## config.mk

```make
export PLATFORM = sky130hd
export DESIGN_NAME = cache_arbiter
export DESIGN_NICKNAME = d
export VERILOG_FILES = /design/src/rtl/rv32i_types.sv /design/src/rtl/arb_priority.sv /design/src/rtl/cache_arbiter.sv
export SDC_FILE = /design/constraint.sdc
export NUM_CORES = 1
export LEC_CHECK = 0
export CORE_AREA = 2 2 537 539
export CTS_BUF_LIST = sky130_fd_sc_hd__clkbuf_16
export DETAILED_ROUTE_END_ITERATION = 12
export DIE_AREA = 0 0 539 541
export GPL_ROUTABILITY_DRIVEN = 0
export SYNTH_ARGS = -nofsm -noshare
export SYNTH_HDL_FRONTEND = slang
export SYNTH_SLANG_ARGS = --single-unit
```

## constraint.sdc

```tcl
create_clock -name clk -period 1.7 [get_ports clk]
set_clock_uncertainty 0.05 [all_clocks]
set_input_delay 0.17 -clock clk [delete_from_list [all_inputs] [get_ports clk]]
set_output_delay 0.17 -clock clk [all_outputs]
set_load 0.005 [all_outputs]
```

## src/rtl/rv32i_types.sv

```systemverilog
// Shared types for the memory-side cache arbiter.
// Latency: n/a (types and constants only).
// Backpressure: n/a.
package rv32i_types;

    localparam int CACHELINE_BITS = 256;

    typedef enum logic [1:0] {
        IDLE,
        I_BUSY,
        D_BUSY,
        TURN
    } arb_state_t;

    typedef enum logic {
        PORT_I,
        PORT_D
    } arb_port_t;

endpackage

```

## src/rtl/arb_priority.sv

```systemverilog
// Grant select between icache and dcache request levels.
// Latency: combinational grant; the round-robin pointer updates on the grant edge.
// Backpressure: none here; the caller asserts grant_take only when it can accept a grant.
//
// Build option: ARB_RR_EN selects round-robin on a simultaneous request. The pointer
// resets to "last = D", so the first tie after reset goes to the icache. Without the
// macro the dcache always wins a tie and no pointer flop exists.
//
// Ports: clk, rst (sync, active-high); i_req, d_req request levels; grant_take marks
// the cycle a grant is actually consumed; grant_valid/grant_port give the selection.
module arb_priority
    import rv32i_types::*;
(
    input  logic      clk,
    input  logic      rst,
    input  logic      i_req,
    input  logic      d_req,
    input  logic      grant_take,
    output logic      grant_valid,
    output arb_port_t grant_port
);

    assign grant_valid = i_req | d_req;

`ifdef ARB_RR_EN
    arb_port_t last_q;

    always_ff @(posedge clk) begin
        if (rst) begin
            last_q <= PORT_D;
        end else if (grant_take && grant_valid) begin
            last_q <= grant_port;
        end
    end

    always_comb begin
        grant_port = PORT_D;
        if (i_req && d_req) begin
            grant_port = (last_q == PORT_D) ? PORT_I : PORT_D;
        end else if (i_req) begin
            grant_port = PORT_I;
        end
    end
`else
    // Fixed priority: the dcache stalls the pipeline, so it wins every tie.
    logic unused_rr;
    assign unused_rr = ^{clk, rst, grant_take};

    assign grant_port = (i_req && !d_req) ? PORT_I : PORT_D;
`endif

endmodule

```

## src/rtl/cache_arbiter.sv

```systemverilog
// Shares one physical-memory port between the icache and dcache, one line transfer at a time.
// Latency: request in IDLE at cycle 0 -> mem strobe from cycle 1; mem_resp at N -> *_resp at N,
//   TURN at N+1, IDLE at N+2 (next strobe no earlier than N+3).
// Backpressure: the loser simply keeps its request level asserted until it is granted.
//
// Build option: ARB_RR_EN (see arb_priority) selects round-robin vs. dcache-first ties.
//
// Ports: clk, rst (sync, active-high); i_pmem_* icache fill port; d_pmem_* dcache
// fill/writeback port; mem_* registered request to memory plus mem_rdata/mem_resp back.
module cache_arbiter
    import rv32i_types::*;
#(
    parameter int S_LINE = CACHELINE_BITS,
    parameter int XLEN   = 32
) (
    input  logic              clk,
    input  logic              rst,

    input  logic [XLEN-1:0]   i_pmem_address,
    input  logic              i_pmem_read,
    output logic [S_LINE-1:0] i_pmem_rdata,
    output logic              i_pmem_resp,

    input  logic [XLEN-1:0]   d_pmem_address,
    input  logic              d_pmem_read,
    input  logic              d_pmem_write,
    input  logic [S_LINE-1:0] d_pmem_wdata,
    output logic [S_LINE-1:0] d_pmem_rdata,
    output logic              d_pmem_resp,

    output logic [XLEN-1:0]   mem_address,
    output logic              mem_read,
    output logic              mem_write,
    output logic [S_LINE-1:0] mem_wdata,
    input  logic [S_LINE-1:0] mem_rdata,
    input  logic              mem_resp
);

    arb_state_t state_q;
    arb_state_t state_d;

    logic       grant_valid;
    arb_port_t  grant_port;
    logic       grant_take;

    // Requests only count in IDLE; in TURN a cache may still be holding the
    // level of a request that was just completed.
    assign grant_take = (state_q == IDLE) && grant_valid;

    arb_priority u_prio (
        .clk         (clk),
        .rst         (rst),
        .i_req       (i_pmem_read),
        .d_req       (d_pmem_read | d_pmem_write),
        .grant_take  (grant_take),
        .grant_valid (grant_valid),
        .grant_port  (grant_port)
    );

    always_ff @(posedge clk) begin
        if (rst) begin
            state_q <= IDLE;
        end else begin
            state_q <= state_d;
        end
    end

    always_comb begin
        state_d     = state_q;
        i_pmem_resp = 1'b0;
        d_pmem_resp = 1'b0;
        case (state_q)
            IDLE: begin
                if (grant_valid) begin
                    state_d = (grant_port == PORT_I) ? I_BUSY : D_BUSY;
                end
            end
            I_BUSY: begin
                i_pmem_resp = mem_resp;
                if (mem_resp) begin
                    state_d = TURN;
                end
            end
            D_BUSY: begin
                d_pmem_resp = mem_resp;
                if (mem_resp) begin
                    state_d = TURN;
                end
            end
            TURN: begin
                state_d = IDLE;
            end
            default: begin
                state_d = IDLE;
            end
        endcase
    end

    // Request latches double as the registered memory-side outputs. They load
    // only on a grant, so address/data/op stay frozen for the whole transfer.
    always_ff @(posedge clk) begin
        if (rst) begin
            mem_address <= '0;
            mem_wdata   <= '0;
            mem_read    <= 1'b0;
            mem_write   <= 1'b0;
        end else if (grant_take) begin
            if (grant_port == PORT_I) begin
                mem_address <= i_pmem_address;
                mem_read    <= 1'b1;
                mem_write   <= 1'b0;
            end else begin
                // Read and write together from the dcache is taken as a writeback.
                mem_address <= d_pmem_address;
                mem_wdata   <= d_pmem_wdata;
                mem_read    <= d_pmem_read & ~d_pmem_write;
                mem_write   <= d_pmem_write;
            end
        end else if (((state_q == I_BUSY) || (state_q == D_BUSY)) && mem_resp) begin
            mem_read  <= 1'b0;
            mem_write <= 1'b0;
        end
    end

    // Only the owner sees resp, so both ports can share the read data.
    assign i_pmem_rdata = mem_rdata;
    assign d_pmem_rdata = mem_rdata;

endmodule

```

==> results.py, run 1 <==
metrics = {
    "global_routing": {
        "grt-ovfl-total": 0,
        "grt_max_degree": 62,
        "antenna_found_initial": 48,
        "grt_pass1_vias": 14400,
        "grt_pass1_wl_um": 213000,
        "gr-usage-all-layers": 0.119,
    },
    "synth": {
        "synthCells": 1879,
        "synth_compound_area_frac": 0.109,
        "synth_xor_area_frac": 0,
        "synth_seq_area_share": 0.391,
        "ys_ff_latch": 292,
        "synthesis.area_mm2": 0.0150,
        "avgSynthCellArea_um2": 7.96,
        "synth_top_family_by_area": "buffers and inverters",
        "synth-adder-area-share": 0.00335,
        "syn_nets": 2465,
        "synth_cell_type_count": 32,
        "synth_warnings": 0,
        "synth_mux_area_frac": 0,
        "yosys.area_share.simple": 0.201,
    },
    "cts": {
        "path_clk_slew_ns": 0.05,
        "h-tree-depth": 2,
        "cts_buffers": 40,
        "cts_tree": "built",
        "cts.sinks": 292,
        "clock_latency_ns": 0.65,
        "clockBufferDepth": 3,
        "clockRootBuffer": "clkbuf_16",
    },
    "pwr": {
        "irDropWorstVdd_uv": 623,
        "p_int_mw": 23.1,
        "p_comb_frac": 0.536,
        "p_sw_frac": 0.429,
        "p_sw_mw": 17.4,
        "power_frac_clock": 0.219,
        "p_seq_frac": 0.245,
        "p_leak_nw": 9.68,
        "power.density_mw_per_mm2": 1480,
    },
    "routing": {
        "drc": 0,
        "route.antenna.remaining_nets": 0,
        "firstDrtPassIters": 5,
        "avgRoutedWirePerCell_um": 30.8,
        "vias": 14900,
        "drt_wl_total_um": 187000,
        "viasPerCell": 2.45,
        "drtIter0Drc": 1208,
    },
    "critical_path": {
        "crit_path_end_kind": "primary output",
        "path_class": "flop to primary output",
        "cp.required_ns": 1.48,
        "crit_arrival_ns": 1.54,
        "start_kind": "flop",
        "cp_max_fo": 2,
    },
    "final_layout": {
        "syn2layout_area_growth_pct": 83.5,
        "layout_commonest_cell": "nand2_1",
        "fin_cells": 6066,
        "layout_common_cells": "nand2_1 (437), clkdlybuf4s50_1 (324), dfxtp_1 (277), dlygate4sd3_1 (195), a21oi_1 (169)",
        "fin_nets": 2823,
        "finalInstanceArea_mm2": 0.0274,
        "drive_gt1_frac": 0.259,
    },
    "worst_hold_path": {
        "hold_class": "input pin to flop",
    },
    "outcome": {
        "violations": "setup timing",
        "status": "finished with violations",
    },
    "placed_design": {
        "place_ws_ns": -0.266,
        "port_buffers": 617,
        "hpwl_um": 159000,
        "place_inst": 5720,
        "dpl_cell_area_mm2": 0.0222,
    },
    "sta": {
        "hold_viol_final": 0,
        "drv_slew": 0,
        "fin_crit_sh": 1.04,
        "min_period_ns": 1.76,
        "maxSlewHeadroom": 0.690,
        "tightest_slew_ns": 0.465,
        "rsz0062_at_grt": "true",
        "worst_slack_ns": -0.0608,
        "fmax_ghz": 0.568,
        "setup_viol": 56,
        "setup_tns_ns": -1.12,
    },
    "floorplan": {
        "die_w_um": 539,
        "coreArea_mm2": 0.286,
        "start_util": 0.0522,
        "rows": 197,
        "top_level_ports": 1386,
        "fp.dieH_um": 541,
        "die_area_mm2": 0.292,
    },
    "job": {
        "drv_cap": 0,
    },
}
==> power by group through the flow <==
stage / combinational [mW] / clock, mW / sequential, mW
6_report: 21.7 / 8.87 / 9.95
5_1_grt: 23.4 / 9.44 / 10.1
4_1_cts: 17.9 / 9.30 / 9.85
3_5_place_dp: 16.5 / 0 / 9.97
3_3_place_gp: 16.5 / 0 / 9.91
2_1_floorplan: 6.70 / 0 / 9.89
==> critical path: stages (launching register included) <==
cell,delay (ns)
dfxtp_2,0.33
inv_2,0.04
buf_6,0.11
ha_4,0.14
and2_4,0.14
buf_12,0.13
==> path summary, 6_finish.rpt <==
check / slack, ns / endpoint / startpoint / cells after the start
worst min-delay path: 0.07 / mem_wdata[249] / d_pmem_wdata[249] / 3
worst max register to register: -0.06 / mem_wdata[243] / state_q[1] / 9
worst max-delay path: -0.06 / i_pmem_resp / state_q[1] / 5
worst min register to register: 0.40 / mem_wdata[7] / mem_wdata[7] / 2
==> logic make-up (layout without fill, tap and decap cells) <==
family	count (synthesis)	after routing
AOI/OAI and AO/OA	297	297
and+or+nand+nor	656	656
adders and majority gates	4	4
other	0	17
DFF	292	292
buffers and inverters	630	1019
==> synth_stat cells <==
cell / number / area [um^2]
o22ai_2: 13 / 163
nor2_2: 1 / 6.26
a2111oi_0: 1 / 8.76
or3b_1: 1 / 8.76
nor3_1: 33 / 165
nor4b_1: 1 / 8.76
nor2_1: 2 / 7.51
buf_4: 518 / 3890
buf_6: 5 / 56.3
nor4_1: 3 / 18.8
inv_1: 3 / 11.3
a21oi_1: 258 / 1290
a221oi_1: 1 / 8.76
and2_1: 2 / 12.5
o21ba_1: 1 / 10.0
o21a_1: 1 / 7.51
nand2_1: 514 / 1930
dfxtp_1: 292 / 5850
nor3b_1: 32 / 240
nor4_2: 30 / 375
a32oi_1: 1 / 8.76
o21ai_0: 1 / 5.00
or4b_1: 1 / 10.0
buf_2: 59 / 295
o21ai_2: 1 / 8.76
ha_1: 4 / 50.1
nor4bb_1: 1 / 10.0
or2_1: 1 / 6.26
nor2b_1: 1 / 6.26
nand2b_1: 33 / 206
clkbuf_1: 45 / 169
o22ai_1: 19 / 119
==> registers in the layout, summed over array words and instances (netlist names) <==
signal	flops
mem_address	32
mem_read	1
mem_wdata	256
mem_write	1
state_q	2
==> through the flow <==
| step | util | power [mW] | hold slack (ns) |
|---|---|---|---|
| 5_1_grt | 0.0958 | 42.9 | 0.0363 |
| 4_1_cts | 0.0902 | 37.0 | 0.00110 |
| 2_1_floorplan | - | 16.6 | 0.256 |
| 3_5_place_dp | 0.0776 | 26.5 | 0.290 |
| 6_report | 0.0958 | 40.5 | 0.0726 |
| 3_3_place_gp | 0.0776 | 26.4 | 0.290 |
==> repair_timing <==
action	4_1_cts	5_1_grt
hold buffers	195	0
setup buffers	14	13
endpoints found under the setup margin	259	224
pin swaps	0	64
endpoints found under the hold margin	216	0
gates cloned	6	33
resized for setup	462	239
==> per-layer routing <==
metal	up-vias	wire length (um)	global-route usage
met1	6716	42800	0.0772
met2	1366	73400	0.164
li1	6325	-	-
met5	-	217	0.00181
met3	458	58200	0.175
met4	24	12100	0.0683
==> cell type report <==
cell class,instances,area (um^2)
fillers,33100,259000
repair buffers,943,10100
flip-flops and latches,292,5860
multi-input cells,957,5420
well taps,3781,4730
clock buffers,40,1000
clock inverters,33,293
diodes,17,42.5
inverters,3,11.3
Note: power is estimated with default switching activity, not from simulation.
==> run 2: changes to the inputs <==
--- a/config.mk
+++ b/config.mk
@@ -7,6 +7,7 @@
 export LEC_CHECK = 0
 export CORE_AREA = 2 2 537 539
 export CTS_BUF_LIST = sky130_fd_sc_hd__clkbuf_16
+export CTS_CLUSTER_DIAMETER = 50
 export DETAILED_ROUTE_END_ITERATION = 12
 export DIE_AREA = 0 0 539 541
 export GPL_ROUTABILITY_DRIVEN = 0
==> results.py, run 2 (synthesis gave the netlist of run 1 again) <==
metrics = {
    "sta": {
        "fmax_ghz": 0.552,
        "drv_slew": 0,
        "worst_slack_ns": -0.112,
        "hold_viol_final": 0,
        "setup_viol": 101,
        "min_period_ns": 1.81,
        "fin_crit_sh": 1.07,
        "tightest_slew_ns": 0.513,
        "maxSlewHeadroom": 0.658,
        "rsz0062_at_grt": "true",
        "setup_tns_ns": -3.36,
    },
    "routing": {
        "drc": 0,
        "drtIter0Drc": 1282,
        "route.antenna.remaining_nets": 0,
        "drt_wl_total_um": 185000,
        "firstDrtPassIters": 8,
        "vias": 15000,
        "avgRoutedWirePerCell_um": 30.4,
        "viasPerCell": 2.46,
    },
    "final_layout": {
        "n_fill_cell": 33200,
        "fin_nets": 2832,
        "layout_common_cells": "nand2_1 (462), clkdlybuf4s50_1 (324), dfxtp_1 (277), dlygate4sd3_1 (211), a21oi_1 (204)",
        "layout_commonest_cell": "nand2_1",
        "top_regs": "mem_wdata (256), mem_address (32), state_q (2)",
        "syn2layout_area_growth_pct": 82.6,
        "finalInstanceArea_mm2": 0.0273,
        "largest_reg_flops": 256,
        "regMostFlops": "mem_wdata",
        "fin_cells": 6086,
        "drive_gt1_frac": 0.235,
    },
    "global_routing": {
        "grt_max_degree": 62,
        "grt-ovfl-total": 0,
        "gr-usage-all-layers": 0.117,
        "grt_pass1_vias": 14400,
        "antenna_found_initial": 52,
        "grt_pass1_wl_um": 210000,
    },
    "placed_design": {
        "hpwl_um": 159000,
        "place_inst": 5720,
        "port_buffers": 617,
        "dpl_cell_area_mm2": 0.0222,
    },
    "critical_path": {
        "cp_max_fo": 11,
        "start_kind": "flop",
        "rr_worst_depth": 9,
        "regToRegSetupSlack_ns": -0.11,
        "timing.rr.end": "mem_wdata[124]",
        "r2r_start": "state_q[1]",
        "path_class": "flop to flop",
        "cp.required_ns": 2.25,
        "crit_arrival_ns": 2.36,
        "crit_path_end_kind": "flop",
    },
    "pwr": {
        "power_frac_clock": 0.247,
        "p_sw_frac": 0.426,
        "p_sw_mw": 17.2,
        "power.density_mw_per_mm2": 1480,
        "irDropWorstVdd_uv": 731,
        "p_int_mw": 23.3,
        "p_comb_frac": 0.508,
        "p_leak_nw": 9.66,
        "p_seq_frac": 0.245,
    },
    "worst_hold_path": {
        "hold_class": "input pin to flop",
        "hold_depth": 3,
        "min_from": "d_pmem_wdata[106]",
        "hold_end": "mem_wdata[106]",
    },
    "floorplan": {
        "coreArea_mm2": 0.286,
        "fp.dieH_um": 541,
        "start_util": 0.0522,
        "die_w_um": 539,
        "top_level_ports": 1386,
        "rows": 197,
        "die_area_mm2": 0.292,
    },
    "cts": {
        "cts_buffers": 45,
        "cts_tree": "built",
        "clock_latency_ns": 0.66,
        "path_clk_slew_ns": 0.06,
        "clockRootBuffer": "clkbuf_16",
        "h-tree-depth": 2,
        "clockBufferDepth": 3,
        "cts.sinks": 292,
    },
    "outcome": {
        "status": "finished with violations",
        "violations": "setup timing",
    },
    "job": {
        "drv_cap": 0,
    },
}
run 2: changes by cell type in the layout (fill, tap and decap cells not counted), sizes merged:
cell and change:
clkinvlp -1, dlygate4sd3 +16, diode +6, clkbuf -3
inv +5, bufinv +2, buf +6, clkdlybuf4s15 -4
dlygate4sd2 -6, clkinv -1
run 2: area by class of cell:
class | instances | area, um^2 | area share
clock inverter | 38 | 434 | 0.0159
clock buffer | 45 | 1130 | 0.0412
timing repair buffer | 947 | 9850 | 0.361
sequential | 292 | 5860 | 0.215
inverter | 3 | 11.3 | 0.000412
tap | 3781 | 4730 | 0.173
antenna | 23 | 57.6 | 0.00211
multi-input combinational | 957 | 5240 | 0.192
run 2: power groups by stage:
stage | logic, mW | registers [mW] | clock network [mW]
after floorplan | 6.70 | 9.89 | 0
after global placement | 16.5 | 9.91 | 0
after detailed placement | 16.5 | 9.97 | 0
after CTS | 16.7 | 9.85 | 10.4
after global routing | 22.1 | 10.1 | 10.6
final | 20.6 | 9.91 | 10.0
run 2: worst max-delay path, stage by stage (launching register included):
cell       delay, ns
dfxtp_2         0.32
inv_2           0.05
buf_4           0.11
ha_4            0.17
o21a_4          0.21
buf_16          0.17
buf_4           0.20
clkbuf_16       0.18
nand2_1         0.08
a21oi_1         0.14
run 2: how the worst max path moves through the flow:
| stage | slack, ns | to | startpoint | cells after the start |
|---|---|---|---|---|
| finish | -0.11 | mem_wdata[124] | state_q[1] | 9 |
| global route | -0.13 | d_pmem_resp | state_q[0] | 5 |
| CTS | -0.13 | i_pmem_resp | state_q[1] | 5 |
| detailed placement | -0.27 | mem_wdata[32] | d_pmem_write | 6 |
| global placement | -0.24 | mem_wdata[40] | d_pmem_write | 6 |
| floorplan | 0.17 | state_q[0] | state_q[0] | 6 |
run 2: repair_timing:
| action | 4_1_cts | 5_1_grt |
|---|---|---|
| buffers inserted | 3 | 18 |
| resized for setup | 464 | 185 |
| gates cloned | 1 | 28 |
| pin swaps | 0 | 36 |
| hold endpoints to repair | 232 | 0 |
| endpoints found under the setup margin | 240 | 219 |
| hold buffers | 211 | 0 |
run 2: per-layer routing:
layer  wire length [um]  GRT usage  up-vias
li1                   -          -     6348
met1              42700     0.0759     6714
met2              72600      0.158     1413
met3              57600      0.174      475
met4              12000     0.0720       26
met5                233    0.00181        -
run 2: per-stage QoR:
stage,utilization,power (mW),setup slack (ns),hold slack (ns)
finish,0.0954,40.5,-0.112,0.0700
global route,0.0953,42.8,-0.126,0.0349
CTS,0.0905,36.9,-0.134,0.000776
detailed placement,0.0776,26.5,-0.266,0.290
global placement,0.0776,26.4,-0.245,0.290
floorplan,-,16.6,0.169,0.256
